[src/rtl/count_capture_pkg.sv]
// rtl/count_capture_pkg.sv - shared defaults and width helpers for the count_capture stage
package count_capture_pkg;

  localparam int CC_WIDTH_DEFAULT = 8;
  localparam int CC_DEPTH_DEFAULT = 4;

  // Occupancy must represent 0..DEPTH inclusive, hence one bit more than the pointers.
  function automatic int cc_level_width(input int depth);
    return $clog2(depth) + 1;
  endfunction

  function automatic int cc_ptr_width(input int depth);
    return (depth > 1) ? $clog2(depth) : 1;
  endfunction

endpackage

[src/rtl/cc_sync_fifo.sv]
// rtl/cc_sync_fifo.sv - single-clock show-ahead FIFO with push/pop/clear and occupancy count
module cc_sync_fifo
  import count_capture_pkg::*;
#(
  parameter int WIDTH = CC_WIDTH_DEFAULT,
  parameter int DEPTH = CC_DEPTH_DEFAULT
) (
  input  logic                              clk,
  input  logic                              reset,
  input  logic                              clear_i,
  input  logic                              push_i,
  input  logic [WIDTH-1:0]                  push_data_i,
  input  logic                              pop_i,
  output logic [WIDTH-1:0]                  head_data_o,
  output logic                              full_o,
  output logic                              empty_o,
  output logic [cc_level_width(DEPTH)-1:0]  level_o
);

  localparam int AW = cc_ptr_width(DEPTH);
  localparam int LW = cc_level_width(DEPTH);

  logic [WIDTH-1:0] mem_q [DEPTH];
  logic [AW-1:0]    wr_ptr_q, wr_ptr_d;
  logic [AW-1:0]    rd_ptr_q, rd_ptr_d;
  logic [LW-1:0]    level_q, level_d;
  logic             do_push, do_pop;

  assign full_o  = (level_q == LW'(DEPTH));
  assign empty_o = (level_q == '0);
  assign level_o = level_q;

  // A push into a full FIFO is legal only when the head leaves in the same cycle.
  assign do_pop  = pop_i & ~empty_o;
  assign do_push = push_i & (~full_o | do_pop);

  assign head_data_o = empty_o ? '0 : mem_q[rd_ptr_q];

  always_comb begin
    wr_ptr_d = wr_ptr_q;
    rd_ptr_d = rd_ptr_q;
    level_d  = level_q;
    if (clear_i) begin
      wr_ptr_d = '0;
      rd_ptr_d = '0;
      level_d  = '0;
    end else begin
      if (do_push) wr_ptr_d = wr_ptr_q + AW'(1);
      if (do_pop)  rd_ptr_d = rd_ptr_q + AW'(1);
      case ({do_push, do_pop})
        2'b10:   level_d = level_q + LW'(1);
        2'b01:   level_d = level_q - LW'(1);
        default: level_d = level_q;
      endcase
    end
  end

  always_ff @(posedge clk) begin
    if (reset) begin
      wr_ptr_q <= '0;
      rd_ptr_q <= '0;
      level_q  <= '0;
    end else begin
      wr_ptr_q <= wr_ptr_d;
      rd_ptr_q <= rd_ptr_d;
      level_q  <= level_d;
    end
  end

  always_ff @(posedge clk) begin
    if (!reset && !clear_i && do_push) begin
      mem_q[wr_ptr_q] <= push_data_i;
    end
  end

endmodule

[src/rtl/count_capture.sv]
// rtl/count_capture.sv - trigger-edge timestamp capture into a FIFO; COUNT_CAPTURE_DELTA_EN stores deltas
module count_capture
  import count_capture_pkg::*;
#(
  parameter int WIDTH = CC_WIDTH_DEFAULT,
  parameter int DEPTH = CC_DEPTH_DEFAULT
) (
  input  logic                              clk,
  input  logic                              reset,
  input  logic [WIDTH-1:0]                  count_i,
  input  logic                              trig_i,
  input  logic                              clear_i,
  output logic [WIDTH-1:0]                  cap_data_o,
  output logic                              cap_valid_o,
  input  logic                              cap_ready_i,
  output logic                              overflow_o,
  output logic [cc_level_width(DEPTH)-1:0]  level_o
);

  logic             trig_q;
  logic             overflow_q, overflow_d;
  logic             cap_edge;
  logic             pop;
  logic             fifo_full;
  logic             fifo_empty;
  logic             accept;
  logic             drop;
  logic [WIDTH-1:0] store_data;

  assign cap_edge = trig_i & ~trig_q;
  assign pop      = cap_valid_o & cap_ready_i;

  // Clear wins over everything, so an edge in the clear cycle is neither stored nor dropped.
  assign accept = cap_edge & ~clear_i & (~fifo_full | pop);
  assign drop   = cap_edge & ~clear_i & fifo_full & ~pop;

`ifdef COUNT_CAPTURE_DELTA_EN
  logic [WIDTH-1:0] base_q, base_d;

  assign store_data = count_i - base_q;

  always_comb begin
    base_d = base_q;
    if (clear_i)     base_d = '0;
    else if (accept) base_d = count_i;
  end

  always_ff @(posedge clk) begin
    if (reset) base_q <= '0;
    else       base_q <= base_d;
  end
`else
  assign store_data = count_i;
`endif

  always_comb begin
    overflow_d = overflow_q;
    if (clear_i)   overflow_d = 1'b0;
    else if (drop) overflow_d = 1'b1;
  end

  always_ff @(posedge clk) begin
    if (reset) begin
      trig_q     <= 1'b0;
      overflow_q <= 1'b0;
    end else begin
      trig_q     <= trig_i;
      overflow_q <= overflow_d;
    end
  end

  cc_sync_fifo #(
    .WIDTH (WIDTH),
    .DEPTH (DEPTH)
  ) u_fifo (
    .clk         (clk),
    .reset       (reset),
    .clear_i     (clear_i),
    .push_i      (accept),
    .push_data_i (store_data),
    .pop_i       (pop),
    .head_data_o (cap_data_o),
    .full_o      (fifo_full),
    .empty_o     (fifo_empty),
    .level_o     (level_o)
  );

  assign cap_valid_o = ~fifo_empty;
  assign overflow_o  = overflow_q;

endmodule
[config.mk]
export PLATFORM = sky130hd
export DESIGN_NAME = count_capture
export DESIGN_NICKNAME = d
export VERILOG_FILES = /design/src/rtl/count_capture_pkg.sv /design/src/rtl/cc_sync_fifo.sv /design/src/rtl/count_capture.sv
export SDC_FILE = /design/constraint.sdc
export NUM_CORES = 1
export LEC_CHECK = 0
export CORE_MARGIN = 2
export CORE_UTILIZATION = 50
export CTS_CLUSTER_DIAMETER = 100
export DETAILED_ROUTE_END_ITERATION = 16
export GPL_TIMING_DRIVEN = 0
export HOLD_SLACK_MARGIN = 0.05
export PLACE_DENSITY_LB_ADDON = 0.08
export SETUP_SLACK_MARGIN = 0.5
export SLEW_MARGIN = 10
export SYNTH_ARGS = -nofsm -noshare
export SYNTH_HDL_FRONTEND = slang
export SYNTH_HIERARCHICAL = 1
export SYNTH_SLANG_ARGS = --single-unit
export TNS_END_PERCENT = 30
[constraint.sdc]
create_clock -name clk -period 6.05 [get_ports clk]
set_clock_uncertainty 0.15 [all_clocks]
set_input_delay 1.5125 -clock clk [delete_from_list [all_inputs] [get_ports clk]]
set_output_delay 1.5125 -clock clk [all_outputs]
set_load 0.005 [all_outputs]
# == After elaboration in Yosys (flattened, before gate mapping) ==
# Memory sizes are Yosys's and may differ from the RTL's. A register that Yosys moved wholly into a read port is not among the register bits.
# Cells that the tools add are included.
# totals
ram_bits,32
register_bits,9
mem_count,1
out_inout_bits,13
input_bits,13
word_cells,41
# mem_list
name,depth,width,rd,rd_clocked_by_memory_dff,wr,line,source
u_fifo.mem_q,4,8,1,1,1,cc_sync_fifo.sv:23,logic [WIDTH-1:0] mem_q [DEPTH];
# classes
reduce_logical,7
add_sub_neg,4
muxes,6
bitwise_logic,15
n_eq_ne,3
# op_table
operator,count
$and A1 B1 Y1,8
$mux W8,1
$pmux W3 S2,1
$not A1 Y1,5
$add A2 B1 Y2 const B,2
$mux W2,2
$add A3 B1 Y3 const B,1
$eq A3 B3 Y1 const B,1
$logic_not A3 Y1,1
$sub A3 B1 Y3 const B,1
$eq A2 B1 Y1 const B,1
$eq A2 B2 Y1 const B,1
$logic_and A1 B1 Y1,2
$logic_not A1 Y1,2
$mux W1,2
$or A1 B1 Y1,2
$reduce_bool A2 Y1,1
$reduce_or A2 Y1,1

# == Logic depth before layout (Yosys ltp) ==
# Gate-level depths: netlist (run 1).
# logic_depth
word_depth,9
ltp_mapped,13

# == By module ==
# Netlist (run 1), hierarchy kept.
# modules_own_cells
mod,seq_area_each_um2,area_each_um2,n_inst,cells_each
cc_sync_fifo,1141.1,1705.4,1,106
count_capture,40.0,126.4,1,11

# == Least setup slack after synthesis (run 1) ==
# No wires, ideal clock.
# synth_path
path_kind,input -> register
from,input port cap_ready_i
to,"register u_fifo.level_q[2], in the netlist u_fifo/level_o[2]"
path_buffers,0
arrival_time_ps,3506
setup_time_ps,70
required_time_ps,5830
cell_stages,11
setup_slack_ps,2324
path_cell_list,nand2b_4 inv_1 or4b_4 and2_4 inv_1 ha_1 inv_1 fa_1 xor2_1 or3_1 a21oi_1
# synth_between
elab_chain_cells,6
elab_cells_between_ends,10
classes_between,2 x eq/ne; 1 x mux; 6 x bitwise; 1 x reduce/logical
# synth_lines
item,line,source
from (decl),count_capture.sv:15,"input logic cap_ready_i,"
$and A1 B1 Y1 (*),count_capture.sv:31,assign pop = cap_valid_o & cap_ready_i;
via pop,count_capture.sv:23,logic pop;
$or A1 B1 Y1 or $and A1 B1 Y1 (tied branches),"count_capture.sv:34, cc_sync_fifo.sv:34",
$and A1 B1 Y1 or $or A1 B1 Y1 (tied branches),"count_capture.sv:34, cc_sync_fifo.sv:35",
$and A1 B1 Y1,cc_sync_fifo.sv:35,assign do_push = push_i & (~full_o | do_pop);
$eq A2 B1 Y1 or $eq A2 B2 Y1 (tied branches),cc_sync_fifo.sv:50,"case ({do_push, do_pop})"
$pmux W3 S2 or $reduce_bool A2 Y1 (tied branches),-,
to (signal assigned),cc_sync_fifo.sv:66,level_q <= level_d;
to (decl),cc_sync_fifo.sv:26,"logic [LW-1:0] level_q, level_d;"
# The timed path passes the listed nets; every way through them passes the cells marked *.
# A chain may end at the register's enable or synchronous reset.

# == Worst setup path in the final report (run 1) ==
# Same ends and word-level chain as after synthesis.

==> results of run 1 <==
[logic make-up after synthesis]
kind of cell	after synthesis	share of synthesized area, %
compound gates	12	5.465
xor+xnor	2	0.9565
fa+ha+maj	6	4.508
buf+inv	13	2.801
flops	43	64.48
mux	8	9.836
simple gates	33	11.95
[cells in the final DEF, fill, tap and decap left out, drive strengths merged, types with 2 or more instances in the layout]
cell and instances:
dfxtp 11, ha 5, o21ai 4, xor2 2, clkbuf 10, a21oi 4
edfxtp 32, mux4 8, nor2 6, or4b 2, nor2b 9, nand2 2
buf 2, or3 2, and3 5, clkdlybuf4s50 25, inv 9
[metal layers]
metal / GRT usage [%] / wire length [µm] / part of all wire, % / up-vias
li1: - / - / - / 503
met1: 22.54 / 1432 / 46 / 517
met2: 29.04 / 1485 / 48 / 25
met3: 3.299 / 109 / 3.5 / 8
met4: 9.574 / 76 / 2.4 / 0
met5: 0 / 0 / 0 / -
[flip-flops by register name (all words and copies together), names as in the netlist, named ones only]
signal and count:
overflow_o 1, u_fifo/wr_ptr_q 2, u_fifo/rd_ptr_q 2, trig_q 1, u_fifo/level_o 3, u_fifo/mem_q 32
[metrics by stage]
stage / worst slack [ns] / instances / util (%) / hold WS [ns]
floorplan: 2.324 / 117 / - / 0.3091
global placement: 1.749 / 188 / 62.64 / 0.3074
detailed placement: 1.710 / 188 / 62.64 / 0.3303
CTS: 2.068 / 196 / 64.07 / 0.3497
global route: 1.960 / 196 / 64.07 / 0.3872
finish: 2.049 / 196 / 64.07 / 0.3530
[area by class of cell]
cell class	count	area share (%)
buffer	4	0.8005
clock buffer	8	2.230
inverter	9	1.544
multi-input combinational	61	27.39
sequential	43	53.97
tap	46	2.630
timing repair buffer	25	11.44
[final timing paths]
check | to | slack [ns] | cells past startpoint | startpoint
worst min register to register | flop | 0.35 | 2 | u_fifo/rd_ptr_q[1]
worst max register to register | u_fifo/level_o[2] | 2.48 | 13 | u_fifo/level_o[2]
worst min-delay path | flop | 0.35 | 2 | u_fifo/rd_ptr_q[1]
worst max-delay path | u_fifo/level_o[2] | 2.05 | 12 | cap_ready_i
[worst max-delay path, cell delays in order]
cell and delay (ns):
clkdlybuf4s50_1 0.44, nand2b_4 0.11, inv_1 0.08, or4b_4 0.52, and2_4 0.20, inv_1 0.06
ha_1 0.17, inv_1 0.06, fa_1 0.37, xor2_1 0.16, or3_1 0.31, a21oi_1 0.14
[synth_stat cells]
master	instances
nor2b_1	9
a2111oi_4	1
or3_1	2
buf_2	2
or4b_1	1
edfxtp_1	32
dfxtp_1	11
nand2b_4	1
a32o_2	1
or4b_4	1
and3_1	1
nand2_1	2
nand3_1	1
nand4_1	1
ha_1	5
mux4_2	8
fa_1	1
clkbuf_1	2
a21o_2	1
and2_4	1
inv_1	9
a21oi_1	4
or2_0	1
xor2_1	2
nor3_1	1
nor2_1	6
nor4b_2	1
o31ai_2	1
o21ai_0	4
and3_2	4
[where the power goes]
group	leakage [nW]	internal, mW	total [mW]	switching (mW)
clock	0.0265	0.0464	0.128	0.0820
combinational	0.326	0.0147	0.0270	0.0123
sequential	0.377	0.318	0.319	0.00124
total	0.729	0.379	0.474	0.0955
==> impl_metrics.csv, run 1 <==
group,metric,value,unit
run_status,outcome,"complete, no violations",
setup_path,cp_max_fo,6,
global_route,antenna_found_initial,0,
global_route,grt_pass1_wl,5319,µm
detailed_routing,drc,0,
synthesis,syn_area_per_cell,15.66,µm²
clocking,clkTransAtPathRegs,0.11,ns
sta,tightest_slew,0.4798,ns
clocking,clock_latency,0.34,ns
detailed_routing,wl,3103,µm
die,io_pins,26,
synthesis,postSynthCellCount,117,
detailed_routing,via_per_inst,5.372,
placement,hpwlAfterDp,2151,µm
setup_path,cp_data_required_time,6.18,ns
sta,finalHoldViolCount,0,
sta,fin_crit_sh,66.13,%
die,start_util,53.63,%
pwr,leakage,0.7292,nW
clocking,cts_buffers,5,
setup_path,cp-end-kind,"flop",
sta,slew_headroom,68.02,%
synthesis,yosys_register_bits,43,
detailed_routing,wire_per_inst,15.83,µm
layout,drive_above_1_share,18.00,%
die,num_rows,21,
sta,finalSetupTns,0,ns
detailed_routing,drtAntennaViolNets,0,
global_route,grtUsageTotal,17.78,%
layout,diodes,0,
die,die_w,64.53,µm
hold_path,min_path_type,"flop to flop",
die,dieHeight,64.53,µm
layout,final_area,2188,µm²
flow_run,drv_cap,0,
layout,fin_nets,168,
pwr,power.density,216.8,nW/µm²
pwr,power,0.4744,mW
detailed_routing,dr.pass1.iters,4,
layout,final.fill_count,277,
setup_path,cp.arrival,4.13,ns
synthesis,synth-seq-area-share,64.48,%
synthesis,syn_area,1832,µm²
sta,slew_violations,0,
clocking,post_cts_buffers,0,
synthesis,synth_top_area_share,52.46,%
pwr,peakVddDrop,0.1511,mV
placement,placed_area,2140,µm²
layout,multiInputGateArea,599.3,µm²
setup_path,critical_path_class,"primary input to flop",
synthesis,synth_cell_types,30,
placement,port-buffer-count,25,
clocking,cts_tree,"done",
clocking,root_buffer,"clkbuf_4",
synthesis,yosysTopAreaCell,"edfxtp_1",
die,die-area,4163,µm²
synthesis,yosys_warnings,6,
die,coreArea,3416,µm²
sta,setup_viol,0,
synthesis,syn_nets,136,
detailed_routing,drt_iter0_drc,24,
clocking,cts.sinks,43,
layout,area_growth,19.47,%
detailed_routing,num_vias,1053,
layout,register_area,1181,µm²
clocking,ctsResizeCount,0,
global_route,grt_pass1_vias,1113,
sta,rsz0062_at_grt,"false",
global_route,grt_overflow,0,
sta,fmax,0.2500,GHz
synthesis,synth_area_leaders,"edfxtp_1 (52%), dfxtp_1 (12%), mux4_2 (9.8%)",
clocking,cts-htree-levels,2,
placement,gp_congestion,0.7526,
clocking,clk_path_buf_depth,2,
sta,fin_crit,4.001,ns
clocking,ctsHoldBuffers,0,
global_route,grt_max_degree,13,
setup_path,start_kind,"primary input",
Note: power is estimated with default switching activity, not from simulation.
==> run 2, diff against run 1 <==
==> constraint.sdc (replaced) <==
create_clock -name clk -period 4.05 [get_ports clk]
set_clock_uncertainty 0.15 [all_clocks]
set_input_delay 1.0125 -clock clk [delete_from_list [all_inputs] [get_ports clk]]
set_output_delay 1.0125 -clock clk [all_outputs]
set_load 0.005 [all_outputs]
==> run 2 against run 1 <==
  * Critical path depth stayed put
  * Via count up 1.3%
  * Largest cell class unchanged
  * Sequential share of layout area down 1.3 points
==> impl_metrics.csv, run 2 (synthesized netlist as in run 1, its figures left out) <==
group,metric,value,unit
run_status,outcome,"complete, no violations",
setup_path,cp_data_required_time,4.18,ns
layout,largest_register,"u_fifo/mem_q",
pwr,peakVddDrop,0.2250,mV
clocking,root_buffer,"clkbuf_4",
global_route,grt_overflow,0,
pwr,leakage,0.7551,nW
sta,finalSetupTns,0,ns
sta,slew_headroom,68.40,%
detailed_routing,via_per_inst,5.308,
setup_path,worstReg2RegStart,"u_fifo/level_o[2]",
setup_path,reg2reg_to,"u_fifo/level_o[2]",
hold_path,min_path_cells,2,
detailed_routing,drc,0,
flow_run,drv_cap,0,
global_route,antenna_found_initial,0,
global_route,grt_max_degree,13,
layout,drive_above_1_share,22.58,%
sta,fin_crit_sh,86.72,%
hold_path,min_path_type,"flop to flop",
die,dieHeight,64.53,µm
die,die-area,4163,µm²
clocking,cts_tree,"done",
sta,setup_viol,0,
clocking,clk_path_buf_depth,2,
placement,gp_congestion,0.7526,
sta,fin_crit,3.512,ns
layout,fin_nets,173,
clocking,ctsHoldBuffers,0,
clocking,clock_latency,0.34,ns
hold_path,worstHoldStart,"u_fifo/rd_ptr_q[1]",
detailed_routing,drtAntennaViolNets,0,
setup_path,cp-end-kind,"flop",
setup_path,critical_path_class,"primary input to flop",
clocking,clkTransAtPathRegs,0.11,ns
die,start_util,53.63,%
layout,final_common_cell,"edfxtp_1",
layout,fin_util,65.64,%
clocking,cts_buffers,5,
placement,port-buffer-count,25,
setup_path,cp.arrival,3.64,ns
pwr,power.density,317.6,nW/µm²
detailed_routing,dr.pass1.iters,4,
clocking,cts-htree-levels,2,
sta,rsz0062_at_grt,"false",
die,coreArea,3416,µm²
setup_path,rrSetupSlack,0.68,ns
layout,area_growth,22.40,%
sta,tightest_slew,0.4740,ns
detailed_routing,wire_per_inst,15.97,µm
setup_path,ff2ff_path_depth,13,
die,io_pins,26,
sta,fmax,0.2847,GHz
clocking,cts.sinks,43,
detailed_routing,wl,3210,µm
layout,largest_reg_flops,32,
global_route,grt_pass1_wl,5347,µm
detailed_routing,num_vias,1067,
global_route,grtUsageTotal,17.85,%
setup_path,start_kind,"primary input",
detailed_routing,drt_iter0_drc,29,
die,die_w,64.53,µm
die,num_rows,21,
sta,finalHoldViolCount,0,
global_route,grt_pass1_vias,1118,
placement,hpwlAfterDp,2151,µm
setup_path,cp_max_fo,4,
layout,final_cell_mix,"edfxtp_1 (32), clkdlybuf4s50_1 (25), dfxtp_1 (11)",
layout,diodes,0,
layout,final.fill_count,274,
sta,slew_violations,0,
## run 2: worst max-delay path: stages
cell	delay [ns]
clkdlybuf4s50_1	0.44
nand2b_4	0.10
inv_2	0.06
or4b_4	0.56
and2_4	0.19
inv_1	0.05
ha_2	0.18
inv_1	0.06
fa_1	0.38
xor2_1	0.16
or3_1	0.32
a21oi_1	0.14
## run 2: report_power, final
part	switching, mW	leakage [nW]	internal (mW)
clock network	0.123	0.0265	0.0693
registers	0.00212	0.377	0.475
logic	0.0191	0.351	0.0242
total	0.144	0.755	0.568
## run 2: final cells by class
class | count | area [µm²] | area share (%)
clock buffers | 8 | 48.80 | 2.176
flip-flops and latches | 43 | 1181 | 52.68
well taps | 46 | 57.56 | 2.567
plain buffers | 4 | 20.02 | 0.8929
inverters | 9 | 33.78 | 1.507
multi-input cells | 61 | 613.1 | 27.34
repair buffers | 30 | 287.8 | 12.83
## run 2: metrics by stage
stage | area (µm²) | power (mW) | std cells | setup slack, ns | hold slack, ns
floorplan | 1832 | 0.5021 | 117 | 0.8244 | 0.3091
global placement | 2140 | 0.5252 | 188 | 0.2490 | 0.3074
detailed placement | 2140 | 0.5269 | 188 | 0.2099 | 0.3303
CTS | 2193 | 0.7213 | 196 | 0.5678 | 0.3497
global route | 2242 | 0.7474 | 201 | 0.4770 | 0.3872
finish | 2242 | 0.7121 | 201 | 0.5379 | 0.3527
## run 2: worst max-delay path by stage
| stage | from | to | slack, ns | cells past startpoint |
|---|---|---|---|---|
| 3_5_place_dp | cap_ready_i | u_fifo/level_o[2] | 0.21 | 12 |
| 3_3_place_gp | cap_ready_i | u_fifo/level_o[2] | 0.25 | 12 |
| 4_1_cts | cap_ready_i | u_fifo/level_o[2] | 0.57 | 12 |
| 5_1_grt | cap_ready_i | u_fifo/level_o[2] | 0.48 | 12 |
| 6_report | cap_ready_i | u_fifo/level_o[2] | 0.54 | 12 |
| 2_1_floorplan | cap_ready_i | u_fifo/level_o[2] | 0.82 | 11 |
## run 2: what timing repair did
item,4_1_cts,5_1_grt
resized for setup,1,4
setup buffers,0,5
endpoints found under the hold margin,0,0
endpoints found under the setup margin,1,1
pin swaps,0,1
## run 2: per-layer routing
layer / track usage, % / share of wire [%] / vias to the layer above
met1: 22.77 / 45 / 519
met4: 9.574 / 2.2 / 0
met3: 3.299 / 4.3 / 8
met2: 29.04 / 48 / 28
li1: - / - / 512
met5: 0 / 0 / -
